<file path="config.mk">
export PLATFORM = sky130hd
export DESIGN_NAME = neural_simd_pipe
export DESIGN_NICKNAME = d
export VERILOG_FILES = /design/src/rtl/neural_simd_pkg.sv /design/src/rtl/neural_simd_pipe_lane.sv /design/src/rtl/neural_simd_pipe.sv
export SDC_FILE = /design/constraint.sdc
export NUM_CORES = 1
export LEC_CHECK = 0
export CORE_MARGIN = 2
export CORE_UTILIZATION = 45
export CTS_CLUSTER_SIZE = 20
export DETAILED_ROUTE_END_ITERATION = 8
export PLACE_DENSITY = 0.73
export SYNTH_ARGS = -nofsm -noshare
export SYNTH_HDL_FRONTEND = slang
export SYNTH_SLANG_ARGS = --single-unit
</file>
<file path="constraint.sdc">
create_clock -name clk -period 6.7 [get_ports clk]
set_clock_uncertainty 0.05 [all_clocks]
set_input_delay 2.01 -clock clk [delete_from_list [all_inputs] [get_ports clk]]
set_output_delay 2.01 -clock clk [all_outputs]
set_load 0.05 [all_outputs]
</file>
<file path="src/rtl/neural_simd_pkg.sv">
// Shared definitions for the neural SIMD pipeline.
// Contents: mode encodings, default geometry, and helper functions used by
// the lane datapath: lane bit offset, absolute difference, saturating add
// and floored subtract. The arithmetic helpers work on 32-bit operands, so
// PIX_W and MEM_W must not exceed 32.
package neural_simd_pkg;

  localparam logic MODE_DIFF = 1'b0;
  localparam logic MODE_LIF  = 1'b1;

  localparam int DEF_LANES = 4;
  localparam int DEF_PIX_W = 8;

  // Bit offset of lane 'lane' in a word packed with 'width'-bit lanes.
  function automatic int lane_lsb(input int lane, input int width);
    return lane * width;
  endfunction

  // Unsigned |a - b|. This never wraps.
  function automatic logic [31:0] abs_diff(input logic [31:0] a,
                                           input logic [31:0] b);
    return (a > b) ? (a - b) : (b - a);
  endfunction

  // a + b, clamped to max_val.
  function automatic logic [31:0] sat_add(input logic [31:0] a,
                                          input logic [31:0] b,
                                          input logic [31:0] max_val);
    logic [32:0] s;
    s = {1'b0, a} + {1'b0, b};
    return (s > {1'b0, max_val}) ? max_val : s[31:0];
  endfunction

  // a - b, floored at zero.
  function automatic logic [31:0] sub_floor(input logic [31:0] a,
                                            input logic [31:0] b);
    return (a > b) ? (a - b) : 32'd0;
  endfunction

endpackage

</file>
<file path="src/rtl/neural_simd_pipe_lane.sv">
// One neuron lane: the stage-1 masked abs-diff register, the stage-2 result
// register and the lane's membrane potential.
// Ports:
//   clk, rst      clock, asynchronous active-high reset
//   adv           pipeline advance; stage 1 captures d when high
//   load          stage-2 load (adv & s1_valid)
//   mode          mode of the beat held in stage 1 (MODE_DIFF / MODE_LIF)
//   clear         zero the membrane on the next edge (overrides the update)
//   rs1,rs2,mask  this lane's slices of the operand words
//   thresh, leak  shared firing threshold and per-beat leak
//   rd, spike     registered lane result and fire flag
//   fire          combinational: this lane fires on the current load
module neural_lif_lane
  import neural_simd_pkg::*;
#(
  parameter int PIX_W = DEF_PIX_W,
  parameter int MEM_W = PIX_W + 2
) (
  input  logic             clk,
  input  logic             rst,
  input  logic             adv,
  input  logic             load,
  input  logic             mode,
  input  logic             clear,
  input  logic [PIX_W-1:0] rs1,
  input  logic [PIX_W-1:0] rs2,
  input  logic [PIX_W-1:0] mask,
  input  logic [MEM_W-1:0] thresh,
  input  logic [PIX_W-1:0] leak,
  output logic [PIX_W-1:0] rd,
  output logic             spike,
  output logic             fire
);

  localparam logic [31:0]      MEM_MAX = 32'((64'd1 << MEM_W) - 64'd1);
  localparam logic [PIX_W-1:0] PIX_MAX = '1;

  logic [PIX_W-1:0] d_q;
  logic [MEM_W-1:0] mem;
  logic [MEM_W-1:0] sum;
  logic [MEM_W-1:0] v_next;
  logic             fire_c;
  logic [PIX_W-1:0] rd_lif;

  // Stage 1: masked absolute temporal difference.
  always_ff @(posedge clk or posedge rst) begin
    if (rst) begin
      d_q <= '0;
    end else if (adv) begin
      d_q <= PIX_W'(abs_diff(32'(rs2), 32'(rs1))) & mask;
    end
  end

  // Integrate (saturating), leak (floored), then compare with the threshold.
  always_comb begin
    sum    = MEM_W'(sat_add(32'(mem), 32'(d_q), MEM_MAX));
    v_next = MEM_W'(sub_floor(32'(sum), 32'(leak)));
    fire_c = (v_next >= thresh);
    rd_lif = PIX_MAX;
    if (!fire_c) begin
      rd_lif = (v_next > {{(MEM_W - PIX_W){1'b0}}, PIX_MAX}) ? PIX_MAX
                                                             : PIX_W'(v_next);
    end
  end

  assign fire = load & (mode == MODE_LIF) & fire_c;

  // Stage 2: the result registers load only on a valid beat.
  always_ff @(posedge clk or posedge rst) begin
    if (rst) begin
      rd    <= '0;
      spike <= 1'b0;
    end else if (load) begin
      if (mode == MODE_LIF) begin
        rd    <= rd_lif;
        spike <= fire_c;
      end else begin
        rd    <= d_q;
        spike <= 1'b0;
      end
    end
  end

  // Membrane: clear beats any same-cycle update. It changes only on a LIF
  // load, so a stalled beat never integrates twice.
  always_ff @(posedge clk or posedge rst) begin
    if (rst) begin
      mem <= '0;
    end else if (clear) begin
      mem <= '0;
    end else if (load && mode == MODE_LIF) begin
      mem <= fire_c ? '0 : v_next;
    end
  end

endmodule

</file>
<file path="src/rtl/neural_simd_pipe.sv">
// Two-stage SIMD neuron pipeline: LANES lanes of masked temporal difference
// (DIFF) or leaky integrate-and-fire (LIF), selected per beat.
// Optional build macro: NEURAL_SIMD_SPIKE_CNT_EN adds a 32-bit spike_cnt
// output. It accumulates the number of lanes firing on each stage-2 LIF load,
// wraps modulo 2^32, is cleared by rst, and ignores clear.
// Ports:
//   clk, rst            clock, asynchronous active-high reset
//   in_valid/in_ready   operand beat handshake (in_mode, rs1, rs2, mask)
//   thresh, leak        quasi-static LIF parameters
//   clear               zero all membranes on the next edge
//   out_valid/out_ready result beat handshake (rd, spike)
//   spike_cnt           total spikes (only with NEURAL_SIMD_SPIKE_CNT_EN)
//
// Handshake: a transfer happens on a rising edge where valid and ready are
// both high. The producer holds valid and data stable until that edge, and
// ready does not depend on valid. Here in_ready = adv = !out_valid | out_ready,
// so the whole pipeline freezes while a result waits for its consumer.
module neural_simd_pipe
  import neural_simd_pkg::*;
#(
  parameter int LANES = DEF_LANES,
  parameter int PIX_W = DEF_PIX_W,
  parameter int MEM_W = PIX_W + 2
) (
  input  logic                   clk,
  input  logic                   rst,
  input  logic                   in_valid,
  output logic                   in_ready,
  input  logic                   in_mode,
  input  logic [LANES*PIX_W-1:0] rs1,
  input  logic [LANES*PIX_W-1:0] rs2,
  input  logic [LANES*PIX_W-1:0] mask,
  input  logic [MEM_W-1:0]       thresh,
  input  logic [PIX_W-1:0]       leak,
  input  logic                   clear,
  output logic                   out_valid,
  input  logic                   out_ready,
  output logic [LANES*PIX_W-1:0] rd,
  output logic [LANES-1:0]       spike
`ifdef NEURAL_SIMD_SPIKE_CNT_EN
  ,
  output logic [31:0]            spike_cnt
`endif
);

  logic             adv;
  logic             load;
  logic             s1_valid;
  logic             s1_mode;
  logic [LANES-1:0] fire;

  assign adv      = !out_valid | out_ready;
  assign in_ready = adv;
  assign load     = adv & s1_valid;

  // A bubble in stage 1 also advances, which is what drops out_valid.
  always_ff @(posedge clk or posedge rst) begin
    if (rst) begin
      s1_valid  <= 1'b0;
      s1_mode   <= MODE_DIFF;
      out_valid <= 1'b0;
    end else if (adv) begin
      s1_valid  <= in_valid;
      s1_mode   <= in_mode;
      out_valid <= s1_valid;
    end
  end

  for (genvar g = 0; g < LANES; g++) begin : g_lane
    neural_lif_lane #(
      .PIX_W (PIX_W),
      .MEM_W (MEM_W)
    ) u_lane (
      .clk    (clk),
      .rst    (rst),
      .adv    (adv),
      .load   (load),
      .mode   (s1_mode),
      .clear  (clear),
      .rs1    (rs1[lane_lsb(g, PIX_W) +: PIX_W]),
      .rs2    (rs2[lane_lsb(g, PIX_W) +: PIX_W]),
      .mask   (mask[lane_lsb(g, PIX_W) +: PIX_W]),
      .thresh (thresh),
      .leak   (leak),
      .rd     (rd[lane_lsb(g, PIX_W) +: PIX_W]),
      .spike  (spike[g]),
      .fire   (fire[g])
    );
  end

`ifdef NEURAL_SIMD_SPIKE_CNT_EN
  logic [31:0] fire_cnt;

  always_comb begin
    fire_cnt = '0;
    for (int i = 0; i < LANES; i++) begin
      fire_cnt = fire_cnt + 32'(fire[i]);
    end
  end

  // fire is already qualified with the LIF load, so DIFF beats add nothing.
  always_ff @(posedge clk or posedge rst) begin
    if (rst) begin
      spike_cnt <= '0;
    end else begin
      spike_cnt <= spike_cnt + fire_cnt;
    end
  end
`else
  logic unused_fire;
  assign unused_fire = ^fire;
`endif

endmodule
</file>
==> metrics.cfg, run 1 <==
[clocking]
clock-sinks=111
postCtsHoldBufs=0
cts_max_level=3
clock_tree.buffer_depth=2
numCtsBuffers=9
cts.clk_slew.worst_paths_ns=0.07
clkLatencyLatePin_ns=0.35
cts-root-buf=clkbuf_16
cts_tree=done

[yosys]
ys_seq_elements=111
synth_nets=1686
yosysSeqAreaShare=0.246
synth_edf_count=0
netlist_area_sq_mm=0.0113
ys_types=70
syn-instance-count=1390
yosysWarningCount=0
syn_area_per_cell_sq_um=8.12
ys.flop_type=dfrtp_1
async_flop_share=1.00

[floorplanning]
die_area_sq_mm=0.0264
die_w_um=162
start_util=0.461
die_h_um=162
fp.coreArea_sq_mm=0.0245
core.rowCount=57
io_pins=158

[route]
dr.pass1.iters=6
vias_per_cell=5.55
drc=0
ant_nets=0
num_vias=10422
wl_per_cell_um=16.8
totalWireLength_mm=31.7
drt-initial-drc-count=829

[global_routing]
antenna_found_initial=0
grt_pass1_vias=10122
grt_overflow=0
grt_pass1_wl_mm=51.2
grt_start_max_net_pins=70
grt_usage=0.241

[critical_path]
path_max_fanout=9
crit_path_start_kind=input port
required_ns=6.92
critPathArrivalTime_ns=6.67
endpoint_kind=flip-flop
critPathKind=input port to flip-flop

[job]
drv_cap=0

[finish]
final_area_sq_mm=0.0137
fin_nets=1848
drive_above_1_share=0.0572
final_common_cell=nand2_1
antennaDiodeCount=0
mostFrequentLayoutCells=nand2_1 (180), ha_1 (160), inv_1 (159)
syn_to_final_growth_pct=21.3

[outcome]
status=finished clean

[placed_design]
place_congestion=0.929
dpl_cell_area_sq_mm=0.0133
io_buffers=157
hpwlAfterDp_mm=25.4

[timing]
setup_viol=0
drv_slew=0
fmax_mhz=155
setup_tns_ns=0
timing.hold.ws_ns=0.442
tightest_slew_ns=0.844
finalHoldViolations=0
period_minus_slack_ns=6.45
relSlewSlack=0.437
fin_crit_sh=0.962

[min_path]
hp-class=flip-flop to flip-flop

[power_and_ir_drop]
ir_drop_mv=0.176
power_mw=3.60
p_per_area_mw_per_mm2=263
p_leak_nw=6.79

## sequential cells by signal, summed over array words and instances (netlist names)
signal and cells:
g_lane.u_lane.rd 32, g_lane.u_lane.spike 4, g_lane.u_lane.mem 40, g_lane.u_lane.d_q 32, out_valid 1, s1_valid 1
s1_mode 1
## metal layers
metal,share of wire,track usage,routed length [um]
met5,0,0,0
met1,0.48,0.348,15100
met2,0.44,0.379,13800
met3,0.065,0.0362,2050
met4,0.020,0.0619,639
## final timing paths
check                                         from                       to  slack, ns  depth (start not counted)
min in group asynchronous                      rst   g_lane[2].u_lane.rd[0]       2.17                          2
max                                        leak[0]  g_lane[2].u_lane.mem[0]       0.25                         23
min reg2reg                g_lane[1].u_lane.mem[8]  g_lane[1].u_lane.mem[8]       0.44                          2
min                        g_lane[1].u_lane.mem[8]  g_lane[1].u_lane.mem[8]       0.44                          2
max in group asynchronous                      rst  g_lane[1].u_lane.mem[0]       3.39                          3
max reg2reg                g_lane[2].u_lane.mem[0]  g_lane[2].u_lane.mem[0]       0.41                         30
## area by class of cell
class	count	area, sq um
fill	2271	10800
clock buffer	11	243
sequential	111	2780
inverter	161	607
tap	324	405
multi-input combinational	1081	7790
timing repair buffer	188	1800
clock inverter	3	68.8
## kinds of logic after synthesis
logic type	Yosys count	synth area share
simple gates	413	0.180
mux	41	0.0379
compound gates	396	0.220
buf+inv	198	0.0675
flops	111	0.246
fa+ha+maj	176	0.206
xor+xnor	55	0.0427
## cell usage after synthesis (19+ instances only)
library cell,instances,share of area
nor2b_1,21,0.012
or3_1,39,0.022
a21o_1,33,0.022
nand2_1,181,0.060
nand4_1,19,0.011
a21oi_1,105,0.047
inv_1,160,0.053
o21ai_0,140,0.062
xor2_1,23,0.018
nand2b_1,23,0.013
ha_1,160,0.18
xnor2_1,32,0.025
mux2i_1,27,0.024
clkbuf_1,29,0.0096
nor2_1,59,0.020
dfrtp_1,111,0.25
## critical path, cell delays in order
cell	delay, ns
clkdlybuf4s50_1	0.51
buf_4	0.16
ha_1	0.17
inv_1	0.06
fa_1	0.42
a211oi_1	0.32
a211oi_2	0.10
o21ai_1	0.17
nor2_1	0.10
nor2_1	0.19
nand2_2	0.17
nand2b_1	0.16
ha_1	0.23
nand2b_1	0.14
a21o_1	0.18
a21oi_1	0.18
nor2_1	0.06
a211oi_1	0.31
nand4_1	0.15
o211ai_1	0.13
buf_4	0.17
or3b_2	0.43
a21oi_1	0.13
## per-stage QoR
stage / instances / worst slack (ns) / utilization
after global placement: 1861 / 0.0541 / 0.544
after CTS: 1875 / 0.316 / 0.557
after global routing: 1879 / -0.0327 / 0.560
after floorplan: 1390 / 0.571 / -
after detailed placement: 1861 / -0.0489 / 0.544
final: 1879 / 0.253 / 0.560
## what timing repair did
item / in CTS / in global routing
resized for setup: 0 / 7
setup endpoints to repair: 0 / 50
buffers inserted: 0 / 4
## power breakdown
part           internal [mW]  switching (mW)
registers              0.817           0.125
clock network          0.335           0.245
logic                  0.808            1.27
Power figures use the tool's default switching activity.
==> inputs of run 2 (changes only) <==
GPL_TIMING_DRIVEN = 0   (was default)
==> run 2 against run 1 <==
Core utilization increased by 0.52 points. Sequential power decreased by 0.6%. Critical path type is now input port to output pin. Global-route usage increased by 0.53 points. Maximum frequency decreased by 1.3%. Critical path depth decreased by 18. Routed wire length increased by 2.7%. Clock-buffer cell count unchanged. Clock power decreased by 3%. First-iteration DRC count decreased by 21%. Final area increased by 0.92%. Cell count increased by 1.1%.
==> metrics.cfg, run 2 (synthesis results as in run 1) <==
[power_and_ir_drop]
p_leak_nw=6.80
p_per_area_mw_per_mm2=261
power_mw=3.60
ir_drop_mv=0.176

[critical_path]
path_delay_family=buffers and inverters
cp_num_buf_inv=4
reg2reg_slack_ns=0.40
reg2regPathDepth=28
slowest_delay_ns=0.93
critPathKind=input port to output pin
cp_cell_sequence=clkdlybuf4s50_1 > nor2b_1 > buf_2 > clkinv_1 > clkdlybuf4s50_1
worst_path_most_repeated_cell=clkdlybuf4s50_1
crit_path_start_kind=input port
cp.depth=5
path_max_fanout=19
slowest_stage=clkdlybuf4s50_1
required_ns=4.64
endpoint_kind=output pin
critPathArrivalTime_ns=4.47

[finish]
final_area_sq_mm=0.0138
final_common_cell=nand2_1
regArea_sq_mm=0.00278
mostFrequentLayoutCells=nand2_1 (180), ha_1 (160), inv_1 (158)
largest_register=g_lane.u_lane.mem
syn_to_final_growth_pct=22.4
fin_nets=1866
reg_top3=g_lane.u_lane.mem: 40 flops, g_lane.u_lane.d_q: 32 flops, g_lane.u_lane.rd: 32 flops
drive_above_1_share=0.0590
largest_reg_flops=40
multi_input_area_sq_mm=0.00785
fillers=2256

[route]
ant_nets=0
drt-initial-drc-count=659
num_vias=10549
drc=0
totalWireLength_mm=32.5
wl_per_cell_um=17.1
dr.pass1.iters=5
vias_per_cell=5.55

[clocking]
clock_tree.buffer_depth=2
clock-sinks=111
clkLatencyLatePin_ns=0.36
cts-root-buf=clkbuf_16
postCtsHoldBufs=0
cts_max_level=3
numCtsBuffers=9
cts.clk_slew.worst_paths_ns=0.08
cts_tree=done

[timing]
fmax_mhz=153
period_minus_slack_ns=6.53
finalHoldViolations=0
relSlewSlack=0.390
setup_viol=0
fin_crit_sh=0.975
tightest_slew_ns=0.900
setup_tns_ns=0
drv_slew=0

[outcome]
status=finished clean

[floorplanning]
die_area_sq_mm=0.0264
die_h_um=162
core.rowCount=57
io_pins=158
die_w_um=162
fp.coreArea_sq_mm=0.0245
start_util=0.461

[placed_design]
place_congestion=0.911
dpl_cell_area_sq_mm=0.0133
hpwlAfterDp_mm=26.0
io_buffers=157

[global_routing]
grt_pass1_wl_mm=51.5
grt_pass1_vias=10118
grt_overflow=0
antenna_found_initial=0
grt_usage=0.246
grt_start_max_net_pins=73

[job]
drv_cap=0

[min_path]
min_path_cells=2
hp-class=flip-flop to flip-flop

==> run 2: changes by cell type in the layout (fill, tap and decap cells not counted), moves of 2 or more <==
cell | previous run | this run
clkbuf_1 | 1 | 25
a2111oi_2 | 0 | 2
o21ai_0 | 140 | 136
a21oi_1 | 105 | 103
clkinv_2 | 0 | 2
a211oi_1 | 11 | 9
o21ai_2 | 1 | 3
a211oi_2 | 1 | 3
buf_2 | 0 | 2
o21ai_1 | 3 | 5
clkinvlp_4 | 0 | 2
buf_4 | 32 | 18
==> run 2: tightest hold or removal path, stage by stage (launching register included) <==
cell and delay (ns):
dfrtp_1 0.35, nand2_1 0.05, o21ai_0 0.06
==> run 2: power breakdown <==
| group | leakage, nW | switching (mW) | internal (mW) | total, mW |
|---|---|---|---|---|
| Combinational | 5.22 | 1.29 | 0.812 | 2.10 |
| Sequential | 1.43 | 0.120 | 0.817 | 0.937 |
| Clock | 0.152 | 0.254 | 0.310 | 0.564 |
==> run 2: layer usage <==
layer	track usage	part of all wire
met1	0.342	0.46
met2	0.396	0.45
met3	0.0407	0.064
met4	0.0752	0.026
met5	0	0
==> run 2: final cells by class <==
cell class                 count  area share
clock buffer                  11      0.0183
multi-input combinational   1081       0.568
buffer                        33      0.0103
timing repair buffer         173       0.125
tap                          324      0.0293
inverter                     161      0.0442
clock inverter                 5     0.00408
sequential                   111       0.201
antenna                        1    0.000181
==> run 2: through the flow <==
step	hold slack, ns	std cells	worst slack, ns	util
after floorplan	0.400	1390	0.571	-
after global placement	0.419	1871	-0.923	0.542
after detailed placement	0.427	1872	-0.983	0.544
after CTS	0.443	1895	0.00520	0.560
after global routing	0.467	1899	-0.0278	0.565
final	0.441	1900	0.167	0.565
==> run 2: path summary, 6_finish.rpt <==
| path | startpoint | to |
|---|---|---|
| max | out_ready | in_ready |
| min | g_lane[3].u_lane.mem[6] | g_lane[3].u_lane.mem[6] |
| max reg2reg | g_lane[0].u_lane.d_q[0] | g_lane[0].u_lane.rd[3] |
| min reg2reg | g_lane[3].u_lane.mem[6] | g_lane[3].u_lane.mem[6] |
| max in group asynchronous | rst | g_lane[3].u_lane.mem[9] |
| min in group asynchronous | rst | g_lane[0].u_lane.d_q[2] |
==> run 2: what timing repair did <==
action                     CTS  global route
setup endpoints to repair   35            57
resized for setup            9            19
pin swaps                    3             2
setup buffers                9             6
==> inputs of run 3 (changes only) <==
RECOVER_POWER = 50   (was default)
==> run 3 against run 2 <==
The flow now finishes with violations (max-capacitance violations, max-slew violations). Sequential cell count did not move. Global-route usage is the same. Die area unchanged. Via count about the same. Critical path type unchanged. Highest routed layer unchanged.
==> metrics.cfg, run 3 (synthesis results as in run 1) <==
[timing]
period_minus_slack_ns=6.48
fin_crit_sh=0.968
tightest_slew_ns=1.81
relSlewSlack=-0.206
setup_viol=0
setup_slack_ns=0.215
drv_slew=114
finalHoldViolations=0
setup_tns_ns=0
fmax_mhz=154

[route]
num_vias=10555
dr.pass1.iters=5
drc=0
wl_per_cell_um=17.1
totalWireLength_mm=32.6
drt-initial-drc-count=642
ant_nets=0
vias_per_cell=5.56

[clocking]
clkLatencyLatePin_ns=0.36
clock_tree.buffer_depth=2
cts-root-buf=clkbuf_16
cts_tree=done
clock-sinks=111
numCtsBuffers=9
cts_max_level=3
cts.clk_slew.worst_paths_ns=0.07
postCtsHoldBufs=0

[power_and_ir_drop]
power_mw=3.58
p_per_area_mw_per_mm2=259
ir_drop_mv=0.176
p_leak_nw=6.78

[critical_path]
slowest_delay_ns=0.92
cp_cell_sequence=clkdlybuf4s50_1 > nor2b_1 > buf_2 > clkinv_1 > clkdlybuf4s50_1
crit_path_start_kind=input port
critPathArrivalTime_ns=4.42
reg2regPathDepth=28
critPathKind=input port to output pin
slowest_stage=clkdlybuf4s50_1
path_max_fanout=19
endpoint_kind=output pin
worst_path_most_repeated_cell=clkdlybuf4s50_1
required_ns=4.64

[placed_design]
pre_cts_ws_ns=-0.983
hpwlAfterDp_mm=26.0
io_buffers=157
place_congestion=0.911

[global_routing]
antenna_found_initial=0
grt_overflow=0
grt_pass1_vias=10118
grt_pass1_wl_mm=51.5
grt_usage=0.246
grt_start_max_net_pins=73

[finish]
largest_reg_flops=40
regArea_sq_mm=0.00278
largest_register=g_lane.u_lane.mem
reg_top3=g_lane.u_lane.mem: 40 flops, g_lane.u_lane.d_q: 32 flops, g_lane.u_lane.rd: 32 flops
fillers=2259
multi_input_area_sq_mm=0.00785
syn_to_final_growth_pct=22.2
fin_nets=1866
drive_above_1_share=0.0590
post-route-util=0.564
final_common_cell=nand2_1
mostFrequentLayoutCells=nand2_1 (180), ha_1 (160), inv_1 (158)

[floorplanning]
die_w_um=162
io_pins=158
start_util=0.461
die_h_um=162
die_area_sq_mm=0.0264
core.rowCount=57
fp.coreArea_sq_mm=0.0245

[outcome]
status=finished, violations left
violations=max-capacitance violations, max-slew violations

[job]
drv_cap=2

[min_path]
hp-class=flip-flop to flip-flop
min_path_cells=2

-- run 3: cell types whose count changed in the layout (fill, tap and decap cells not counted), sizes merged --
cell	previous run	this run
clkdlybuf4s50	156	137
dlygate4sd3	0	19
buf	23	22
clkbuf	37	38
clkinvlp	2	3
inv	159	158
-- run 3: worst max-delay path, delay by kind of cell --
| kind | cells | cell delay [ns] |
|---|---|---|
| buffers and inverters | 4 | 2.31 |
| AND/OR/NAND/NOR | 1 | 0.10 |
-- run 3: worst paths after layout --
kind	slack (ns)	startpoint	endpoint
setup / recovery	0.22	out_ready	in_ready
hold / removal	0.44	g_lane[3].u_lane.mem[6]	g_lane[3].u_lane.mem[6]
setup reg to reg	0.39	g_lane[0].u_lane.d_q[0]	g_lane[0].u_lane.mem[4]
hold reg to reg	0.44	g_lane[3].u_lane.mem[6]	g_lane[3].u_lane.mem[6]
max in group asynchronous	1.68	rst	g_lane[3].u_lane.mem[9]
min in group asynchronous	2.49	rst	g_lane[0].u_lane.d_q[2]
-- run 3: timing repair --
item	CTS	global route
buffers inserted	9	6
pin swaps	3	2
gates resized for setup	9	19
cloned	0	0
hold endpoints to repair	0	0
endpoints found under the setup margin	35	57
-- run 3: power breakdown --
group,leakage [nW],switching [mW],internal [mW],total (mW)
registers,1.43,0.118,0.817,0.936
logic,5.20,1.29,0.792,2.08
clock network,0.152,0.253,0.310,0.563
-- run 3: per-layer routing --
layer	GRT usage	part of all wire	vias to the layer above
li1	-	-	5222
met1	0.342	0.46	4981
met2	0.396	0.45	296
met3	0.0407	0.063	56
met4	0.0752	0.026	0
met5	0	0	-
-- run 3: area by class of cell --
cell class,count,area share
timing repair buffer,173,0.123
inverter,161,0.0442
clock buffer,11,0.0183
buffer,33,0.0103
clock inverter,5,0.00408
tap,324,0.0294
antenna,1,0.000181
multi-input combinational,1081,0.569
sequential,111,0.201
-- run 3: through the flow --
step,cell area (sq um),hold slack [ns],cells
after floorplan,11300,0.400,1390
after global placement,13300,0.419,1871
after detailed placement,13300,0.427,1872
after CTS,13700,0.443,1895
after global routing,13800,0.467,1899
final,13800,0.441,1900
